**src/rtl/hamming_secded_codec.sv**
```systemverilog
// Parametrised Hamming SECDED codec: independent encode (1 stage) and decode (2 stage)
// valid/ready pipelines plus saturating corrected/uncorrectable error counters.

package hamming_secded_pkg;

  // Smallest P with 2**P >= data_w + P + 1.
  function automatic int calc_par_w(input int data_w);
    int p;
    p = 1;
    while ((1 << p) < data_w + p + 1) p++;
    return p;
  endfunction

endpackage

module hamming_secded_codec
  import hamming_secded_pkg::*;
#(
  parameter int  DATA_W = 8,
  parameter int  CNT_W  = 16,
  localparam int PAR_W  = calc_par_w(DATA_W),
  localparam int CODE_W = DATA_W + PAR_W + 1
) (
  input  logic              clk,
  input  logic              rst,
  input  logic              enc_i_valid,
  output logic              enc_i_ready,
  input  logic [DATA_W-1:0] enc_i_data,
  output logic              enc_o_valid,
  input  logic              enc_o_ready,
  output logic [CODE_W-1:0] enc_o_code,
  input  logic              dec_i_valid,
  output logic              dec_i_ready,
  input  logic [CODE_W-1:0] dec_i_code,
  output logic              dec_o_valid,
  input  logic              dec_o_ready,
  output logic [DATA_W-1:0] dec_o_data,
  output logic              dec_o_single,
  output logic              dec_o_double,
  output logic [PAR_W:0]    dec_o_pos,
  input  logic              cnt_clr,
  output logic [CNT_W-1:0]  cnt_single,
  output logic [CNT_W-1:0]  cnt_double
);

  // Codeword bit i is Hamming position i; powers of two carry parity, bit 0 is overall parity.
  function automatic logic [CODE_W-1:0] encode(input logic [DATA_W-1:0] data);
    logic [CODE_W-1:0] code;
    int                j;
    code = '0;
    j    = 0;
    for (int i = 1; i < CODE_W; i++) begin
      if ((i & (i - 1)) != 0) begin
        code[i] = data[j];
        j++;
      end
    end
    for (int k = 0; k < PAR_W; k++) begin
      for (int i = 1; i < CODE_W; i++) begin
        if (i[k] && (i != (1 << k))) code[1 << k] = code[1 << k] ^ code[i];
      end
    end
    code[0] = ^code[CODE_W-1:1];
    return code;
  endfunction

  function automatic logic [DATA_W-1:0] extract(input logic [CODE_W-1:0] code);
    logic [DATA_W-1:0] data;
    int                j;
    data = '0;
    j    = 0;
    for (int i = 1; i < CODE_W; i++) begin
      if ((i & (i - 1)) != 0) begin
        data[j] = code[i];
        j++;
      end
    end
    return data;
  endfunction

  function automatic logic [PAR_W-1:0] syndrome(input logic [CODE_W-1:0] code);
    logic [PAR_W-1:0] syn;
    syn = '0;
    for (int i = 1; i < CODE_W; i++) begin
      if (code[i]) syn = syn ^ i[PAR_W-1:0];
    end
    return syn;
  endfunction

  // ---------------------------------------------------------------- encoder
  assign enc_i_ready = !enc_o_valid || enc_o_ready;

  // NOTE: sequential state is always written with <= so every flop samples pre-edge values.
  always_ff @(posedge clk) begin
    if (rst) begin
      enc_o_valid <= 1'b0;
      enc_o_code  <= '0;
    end else if (enc_i_ready) begin
      enc_o_valid <= enc_i_valid;
      if (enc_i_valid) enc_o_code <= encode(enc_i_data);
    end
  end

  // ---------------------------------------------------------------- decoder
  logic              s1_valid;
  logic [PAR_W-1:0]  s1_syn;
  logic              s1_ovp;
  logic [CODE_W-1:0] s1_code;
  logic              s1_ready;
  logic              s2_ready;

  assign s2_ready    = !dec_o_valid || dec_o_ready;
  assign s1_ready    = !s1_valid || s2_ready;
  assign dec_i_ready = s1_ready;

  // NOTE: payload registers are reset as well, so data, flags and pos read 0 after reset.
  always_ff @(posedge clk) begin
    if (rst) begin
      s1_valid <= 1'b0;
      s1_syn   <= '0;
      s1_ovp   <= 1'b0;
      s1_code  <= '0;
    end else if (s1_ready) begin
      s1_valid <= dec_i_valid;
      if (dec_i_valid) begin
        s1_syn  <= syndrome(dec_i_code);
        s1_ovp  <= ^dec_i_code;
        s1_code <= dec_i_code;
      end
    end
  end

  logic              fix_single;
  logic              fix_double;
  logic [CODE_W-1:0] fix_code;
  logic [PAR_W:0]    fix_pos;

  // NOTE: every always_comb output gets a default first so no latch can be inferred.
  always_comb begin
    fix_single = 1'b0;
    fix_double = 1'b0;
    if (s1_ovp) begin
      if (int'(s1_syn) < CODE_W) fix_single = 1'b1;
      else                       fix_double = 1'b1;
    end else if (s1_syn != '0) begin
      fix_double = 1'b1;
    end
    // syn == 0 with odd parity flips bit 0 itself, which the shift handles naturally.
    fix_code = s1_code ^ (CODE_W'(fix_single) << s1_syn);
    fix_pos  = fix_single ? {1'b0, s1_syn} : '0;
  end

  always_ff @(posedge clk) begin
    if (rst) begin
      dec_o_valid  <= 1'b0;
      dec_o_data   <= '0;
      dec_o_single <= 1'b0;
      dec_o_double <= 1'b0;
      dec_o_pos    <= '0;
    end else if (s2_ready) begin
      dec_o_valid <= s1_valid;
      if (s1_valid) begin
        dec_o_data   <= extract(fix_code);
        dec_o_single <= fix_single;
        dec_o_double <= fix_double;
        dec_o_pos    <= fix_pos;
      end
    end
  end

  // ---------------------------------------------------------------- counters
  logic dec_fire;
  assign dec_fire = dec_o_valid && dec_o_ready;

  always_ff @(posedge clk) begin
    if (rst || cnt_clr) begin
      cnt_single <= '0;
      cnt_double <= '0;
    end else if (dec_fire) begin
      if (dec_o_single && (cnt_single != '1)) cnt_single <= cnt_single + 1'b1;
      if (dec_o_double && (cnt_double != '1)) cnt_double <= cnt_double + 1'b1;
    end
  end

endmodule

```
**config.mk**
```make
export PLATFORM = sky130hd
export DESIGN_NAME = hamming_secded_codec
export DESIGN_NICKNAME = d
export VERILOG_FILES = /design/src/rtl/hamming_secded_codec.sv
export SDC_FILE = /design/constraint.sdc
export NUM_CORES = 1
export LEC_CHECK = 0
export ABC_CLOCK_PERIOD_IN_PS = 2000
export CORE_MARGIN = 2
export CORE_UTILIZATION = 45
export CTS_CLUSTER_DIAMETER = 50
export CTS_CLUSTER_SIZE = 28
export DETAILED_ROUTE_END_ITERATION = 7
export PLACE_DENSITY = 0.81
export SLEW_MARGIN = 20
export SYNTH_ARGS = -nofsm -noshare
export SYNTH_HDL_FRONTEND = slang
export SYNTH_SLANG_ARGS = --single-unit
export TNS_END_PERCENT = 5
```
**constraint.sdc**
```tcl
create_clock -name clk -period 2 [get_ports clk]
set_input_delay 0.2 -clock clk [delete_from_list [all_inputs] [get_ports clk]]
set_output_delay 0.2 -clock clk [all_outputs]
set_load 0.05 [all_outputs]
```
==> results of run 1 <==
## power breakdown
| group | leakage [nW] | switching (W) | total (W) | internal (W) |
|---|---|---|---|---|
| registers | 0.611 | 0.0000617 | 0.00162 | 0.00156 |
| clock network | 0.106 | 0.000551 | 0.00119 | 0.000638 |
| logic | 0.983 | 0.000367 | 0.000662 | 0.000295 |
| total | 1.70 | 0.000980 | 0.00347 | 0.00249 |
## worst min path at each step
stage	startpoint	end	depth (start not counted)
2_1_floorplan	enc_i_valid	enc_o_valid	2
3_3_place_gp	enc_o_code[1]	enc_o_code[1]	2
3_5_place_dp	enc_o_code[1]	enc_o_code[1]	2
4_1_cts	rst	cnt_double[4]	3
5_1_grt	rst	cnt_double[8]	3
6_report	rst	cnt_double[4]	3
## stage by stage
stage                     total power [W]  util (%)  cell area (µm²)  instances  hold slack, ns
after floorplan                   0.00210         -             3750        436           0.329
after global placement            0.00229      58.5             4760        618           0.442
after detailed placement          0.00232      58.5             4760        618           0.450
after CTS                         0.00349      61.0             4960        633           0.294
after global routing              0.00361      61.0             4960        633           0.319
final                             0.00347      61.0             4960        633           0.291
## cells in the final DEF, fill, tap and decap left out, types with 5 or more instances in the layout
| cell | count |
|---|---|
| a211oi_1 | 15 |
| a21oi_1 | 44 |
| and3_1 | 6 |
| and4_1 | 5 |
| buf_4 | 12 |
| clkbuf_8 | 11 |
| clkdlybuf4s50_1 | 87 |
| dfxtp_1 | 75 |
| inv_1 | 7 |
| mux2i_1 | 13 |
| nand2_1 | 72 |
| nand3_1 | 9 |
| nand4_1 | 13 |
| nor2_1 | 27 |
| nor3_1 | 5 |
| nor4_1 | 7 |
| o21ai_0 | 5 |
| o31ai_1 | 8 |
| or3_1 | 14 |
| or4_1 | 8 |
| xnor2_1 | 27 |
| xor2_1 | 5 |
## per-layer routing
| metal | GRT usage (%) | up-vias |
|---|---|---|
| met5 | 0 | - |
| li1 | - | 1746 |
| met2 | 35.2 | 122 |
| met3 | 5.45 | 14 |
| met1 | 23.3 | 1602 |
| met4 | 8.94 | 0 |
## state kept, by name, summed over array words and instances, names as in the netlist, 4 cells and up
register    count
cnt_double     16
cnt_single     16
enc_o_code     13
dec_o_data      8
s1_code         8
dec_o_pos       4
s1_syn          4
## cell type report
cell class	count	share of cell area (%)
Timing Repair Buffer	102	20.3
Clock inverter	4	0.984
Clock buffer	11	3.05
Sequential cell	75	30.3
Multi-Input combinational cell	329	42.2
Inverter	7	0.530
Tap cell	105	2.65
## logic make-up (layout without fill, tap and decap cells)
| family | after synthesis | after routing | share of synthesized area [%] |
|---|---|---|---|
| mux | 14 | 14 | 3.77 |
| other cells | 1 | 1 | 0.100 |
| flops | 75 | 75 | 40.1 |
| xor+xnor | 39 | 39 | 11.4 |
| compound gates | 92 | 92 | 15.8 |
| fa+ha+maj | 2 | 2 | 0.667 |
| buf+inv | 32 | 124 | 4.11 |
| simple gates | 181 | 181 | 24.1 |
==> flow_metrics.env, run 1 <==
export IMPL_dieHeight_um=95.3
export IMPL_ant_nets=0
export IMPL_synth_seq_cells=75
export IMPL_clock_path_buffers=2
export IMPL_fillers=699
export IMPL_finalHoldViolCount=0
export IMPL_ys_flop_type="dfxtp_1"
export IMPL_crit_family="buffers and inverters"
export IMPL_clock_latency_ns=0.34
export IMPL_finalNetCount=554
export IMPL_cp_depth=1
export IMPL_synth_top_cell_area_share_pct=40.1
export IMPL_peakVddDrop_v=0.000426
export IMPL_crit_start="cnt_single[10]"
export IMPL_topRoutingLayerUsed="met4"
export IMPL_r2r_start="cnt_double[0]"
export IMPL_cp_start_kind="register"
export IMPL_grt_pass1_vias=3244
export IMPL_drc_errors=0
export IMPL_port_buffer_count=90
export IMPL_cts_resized=0
export IMPL_place_congestion=0.827
export IMPL_synth_largest_area_cell="dfxtp_1"
export IMPL_worstPathRequired_ns=1.80
export IMPL_finalSetupViolCount=0
export IMPL_rrSetupSlack_ns=0.15
export IMPL_synthArstFlopShare_pct=0
export IMPL_netlist_instances=436
export IMPL_rsz0062_at_grt="no"
export IMPL_cts_sinks=75
export IMPL_min_period_ns=1.87
export IMPL_drive_gt1_share_pct=6.63
export IMPL_ioPinCount=92
export IMPL_wire_per_inst_um=14.3
export IMPL_start_util_pct=46.1
export IMPL_worst_pin_slew_ns=0.543
export IMPL_vias_per_cell=5.50
export IMPL_cts_inserted_buffers=9
export IMPL_cp_num_buf_inv=1
export IMPL_grt_max_degree=45
export IMPL_cts_tree="done"
export IMPL_cts_hold_buf=0
export IMPL_rows=33
export IMPL_crit_slowest_cell="clkdlybuf4s50_1"
export IMPL_max_freq_ghz=0.534
export IMPL_track_usage_pct=20.3
export IMPL_finalClockSkew_ns=0.00654
export IMPL_grt_antenna_before_repair=0
export IMPL_area_growth_pct=32.3
export IMPL_cts_root_buffer="clkbuf_8"
export IMPL_hold_class="primary input to register"
export IMPL_chipWidth_um=95.3
export IMPL_wl_met3_um=621
export IMPL_final_seq_area_mm2=0.00150
export IMPL_synth_seq_area_share_pct=40.1
export IMPL_routed_wl_mm=9.03
export IMPL_synth_most_common_cell="dfxtp_1"
export IMPL_status="completed"
export IMPL_synth_nets=466
export IMPL_met2_wirelength_mm=4.53
export IMPL_cts_setup_buffers=0
export IMPL_grt_pass1_wl_mm=14.6
export IMPL_syn_avg_cell_area_um2=8.60
export IMPL_die_area_mm2=0.00908
export IMPL_synth_edf_count=0
export IMPL_fin_crit_sh_pct=93.7
export IMPL_maxCapViolations=0
export IMPL_coreArea_mm2=0.00813
export IMPL_clk_pin_slew_ns=0.08
export IMPL_r2r_cells=5
export IMPL_grt_overflow_total=0
export IMPL_netlist_area_mm2=0.00375
export IMPL_worst_slack_ns=0.126
export IMPL_crit_type="register to output port"
export IMPL_synth_cell_types=53
export IMPL_wl_met1_mm=3.75
export IMPL_drt_iter0_drc=119
export IMPL_crit_path_max_incr_delay_ns=0.86
export IMPL_timing_setup_tns_ns=0
export IMPL_dr_total_vias=3484
export IMPL_crit_path_end_kind="output port"
export IMPL_r2r_end="cnt_double[11]"
export IMPL_hpwl_mm=6.60
export IMPL_dr_pass1_iters=4
export IMPL_htree_levels=3
export IMPL_place_ws_ns=0.0157
export IMPL_synth_warnings=0
export IMPL_slew_headroom_pct=63.7
export IMPL_multiInputGateArea_mm2=0.00209
export IMPL_n_antenna_cell=0
export IMPL_endpoint="cnt_single[10]"
export IMPL_yosys_top_cells_count="dfxtp_1, nand2_1, a21oi_1"
export IMPL_worstPathArrival_ns=1.67
export IMPL_crit_path_max_fanout=9
export IMPL_power_density_mw_per_mm2=700
export IMPL_drv_slew=0
export IMPL_p_leak_nw=1.70
export IMPL_crit_chain="clkdlybuf4s50_1"
export IMPL_synth_area_top_cells="dfxtp_1, nand2_1, xnor2_1"
Power figures use the tool's default switching activity.
==> inputs of run 2 (changes only) <==
--- a/config.mk
+++ b/config.mk
@@ -6,6 +6,7 @@
 export NUM_CORES = 1
 export LEC_CHECK = 0
 export ABC_CLOCK_PERIOD_IN_PS = 2000
+export CORE_ASPECT_RATIO = 0.75
 export CORE_MARGIN = 2
 export CORE_UTILIZATION = 45
 export CTS_CLUSTER_DIAMETER = 50
@@ -16,4 +17,3 @@
 export SYNTH_ARGS = -nofsm -noshare
 export SYNTH_HDL_FRONTEND = slang
 export SYNTH_SLANG_ARGS = --single-unit
-export TNS_END_PERCENT = 5
==> run 2 against run 1 <==
Combinational power barely moved. Final area is 0.20% lower. Highest routed layer unchanged. Core utilization rose by 0.99 points. Critical path type unchanged.
==> flow_metrics.env, run 2 (synthesis gave the netlist of run 1 again) <==
export IMPL_maxCapViolations=0
export IMPL_routed_wl_mm=9.55
export IMPL_fin_crit_sh_pct=95.2
export IMPL_dr_total_vias=3524
export IMPL_cts_inserted_buffers=9
export IMPL_cp_num_buf_inv=1
export IMPL_clock_path_buffers=2
export IMPL_final_seq_area_mm2=0.00150
export IMPL_drc_errors=0
export IMPL_fin_util_pct=62.0
export IMPL_dp_cells=619
export IMPL_fillers=710
export IMPL_clock_latency_ns=0.35
export IMPL_vias_per_cell=5.55
export IMPL_crit_path_end_kind="output port"
export IMPL_crit_family="buffers and inverters"
export IMPL_area_growth_pct=32.0
export IMPL_start_util_pct=46.9
export IMPL_crit_chain="clkdlybuf4s50_1"
export IMPL_cp_start_kind="register"
export IMPL_die_area_mm2=0.00908
export IMPL_reg_top3="cnt_double (16), cnt_single (16), enc_o_code (13)"
export IMPL_cts_sinks=75
export IMPL_r2r_end="cnt_double[11]"
export IMPL_min_delay_start="rst"
export IMPL_final_cell_mix="clkdlybuf4s50_1, dfxtp_1, nand2_1, a21oi_1"
export IMPL_finalSetupViolCount=0
export IMPL_htree_levels=3
export IMPL_rrSetupSlack_ns=0.13
export IMPL_p_leak_nw=1.69
export IMPL_stdcell_count=635
export IMPL_n_antenna_cell=0
export IMPL_worstPathRequired_ns=1.80
export IMPL_drt_iter0_drc=190
export IMPL_holdPathStages=3
export IMPL_crit_path_max_incr_delay_ns=0.86
export IMPL_finalNetCount=555
export IMPL_r2r_start="cnt_double[0]"
export IMPL_grt_antenna_before_repair=0
export IMPL_finalClockSkew_ns=0.0116
export IMPL_clk_pin_slew_ns=0.08
export IMPL_track_usage_pct=21.4
export IMPL_cts_resized=0
export IMPL_cts_setup_buffers=0
export IMPL_grt_max_degree=51
export IMPL_status="completed"
export IMPL_peakVddDrop_v=0.000415
export IMPL_min_period_ns=1.90
export IMPL_drive_gt1_share_pct=6.60
export IMPL_crit_path_max_fanout=9
export IMPL_rsz0062_at_grt="no"
export IMPL_grt_pass1_vias=3265
export IMPL_chipWidth_um=109
export IMPL_ant_nets=0
export IMPL_drv_slew=0
export IMPL_place_ws_ns=-0.0642
export IMPL_dr_pass1_iters=4
export IMPL_dieHeight_um=83.0
export IMPL_cts_hold_buf=0
export IMPL_total_power_w=0.00345
export IMPL_crit_type="register to output port"
export IMPL_port_buffer_count=90
export IMPL_power_density_mw_per_mm2=697
export IMPL_finalHoldViolCount=0
export IMPL_cts_tree="done"
export IMPL_grt_pass1_wl_mm=15.8
export IMPL_coreArea_mm2=0.00799
export IMPL_crit_slowest_cell="clkdlybuf4s50_1"
export IMPL_slew_headroom_pct=64.4
export IMPL_place_congestion=0.912
export IMPL_hold_class="primary input to register"
export IMPL_rows=28
export IMPL_grt_overflow_total=0
export IMPL_final_common_cell="clkdlybuf4s50_1"
export IMPL_wire_per_inst_um=15.0
export IMPL_worst_slack_ns=0.0962
export IMPL_ioPinCount=92
export IMPL_r2r_cells=5
export IMPL_hold_path_end="cnt_double[0]"
export IMPL_max_freq_ghz=0.525
export IMPL_worstPathArrival_ns=1.70
export IMPL_worst_pin_slew_ns=0.532
export IMPL_cts_root_buffer="clkbuf_8"
export IMPL_multiInputGateArea_mm2=0.00209
export IMPL_hpwl_mm=7.12
run 2: stage by stage:
step / setup TNS [ns] / area (µm²) / hold WS (ns)
after floorplan: 0 / 3750 / 0.329
after global placement: 0 / 4750 / 0.443
after CTS: 0 / 4950 / 0.210
after global routing: 0 / 4950 / 0.242
final: 0 / 4950 / 0.225
after detailed placement: -0.0642 / 4750 / 0.447
run 2: area by class of cell:
| type | count | share of cell area, % |
|---|---|---|
| Tap cell | 105 | 2.65 |
| Timing Repair Buffer | 103 | 20.2 |
| Clock inverter | 4 | 1.01 |
| Sequential cell | 75 | 30.3 |
| Clock buffer | 12 | 2.93 |
| Inverter | 7 | 0.531 |
| Multi-Input combinational cell | 329 | 42.3 |
run 2: layer usage:
layer	track usage, %	share of wire [%]	vias to the layer above
li1	-	-	1745
met1	29.8	47	1664
met2	33.7	47	107
met3	4.40	5.6	8
met4	5.41	0.82	0
met5	0	0	-
run 2: how the worst max path moves through the flow:
| stage | start | end | slack [ns] | cells past startpoint |
|---|---|---|---|---|
| after floorplan | cnt_single[0] | cnt_single[14] | 0.02 | 5 |
| after global placement | dec_o_ready | cnt_single[3] | 0.02 | 5 |
| after detailed placement | dec_o_ready | cnt_single[11] | -0.06 | 5 |
| after CTS | cnt_single[10] | cnt_single[10] | 0.09 | 1 |
| after global routing | cnt_double[0] | cnt_double[11] | 0.03 | 5 |
| final | cnt_single[10] | cnt_single[10] | 0.1 | 1 |
run 2: worst min-delay path, stage by stage:
cell     delay [ns]
buf_2          0.14
or3_1          0.12
mux2i_1        0.06
run 2: power by group:
| group | internal [W] | leakage, nW | total, W | switching [W] |
|---|---|---|---|---|
| sequential | 0.00156 | 0.611 | 0.00162 | 0.0000654 |
| clock | 0.000610 | 0.0926 | 0.00116 | 0.000555 |
| combinational | 0.000291 | 0.983 | 0.000664 | 0.000373 |
| total | 0.00246 | 1.69 | 0.00345 | 0.000993 |
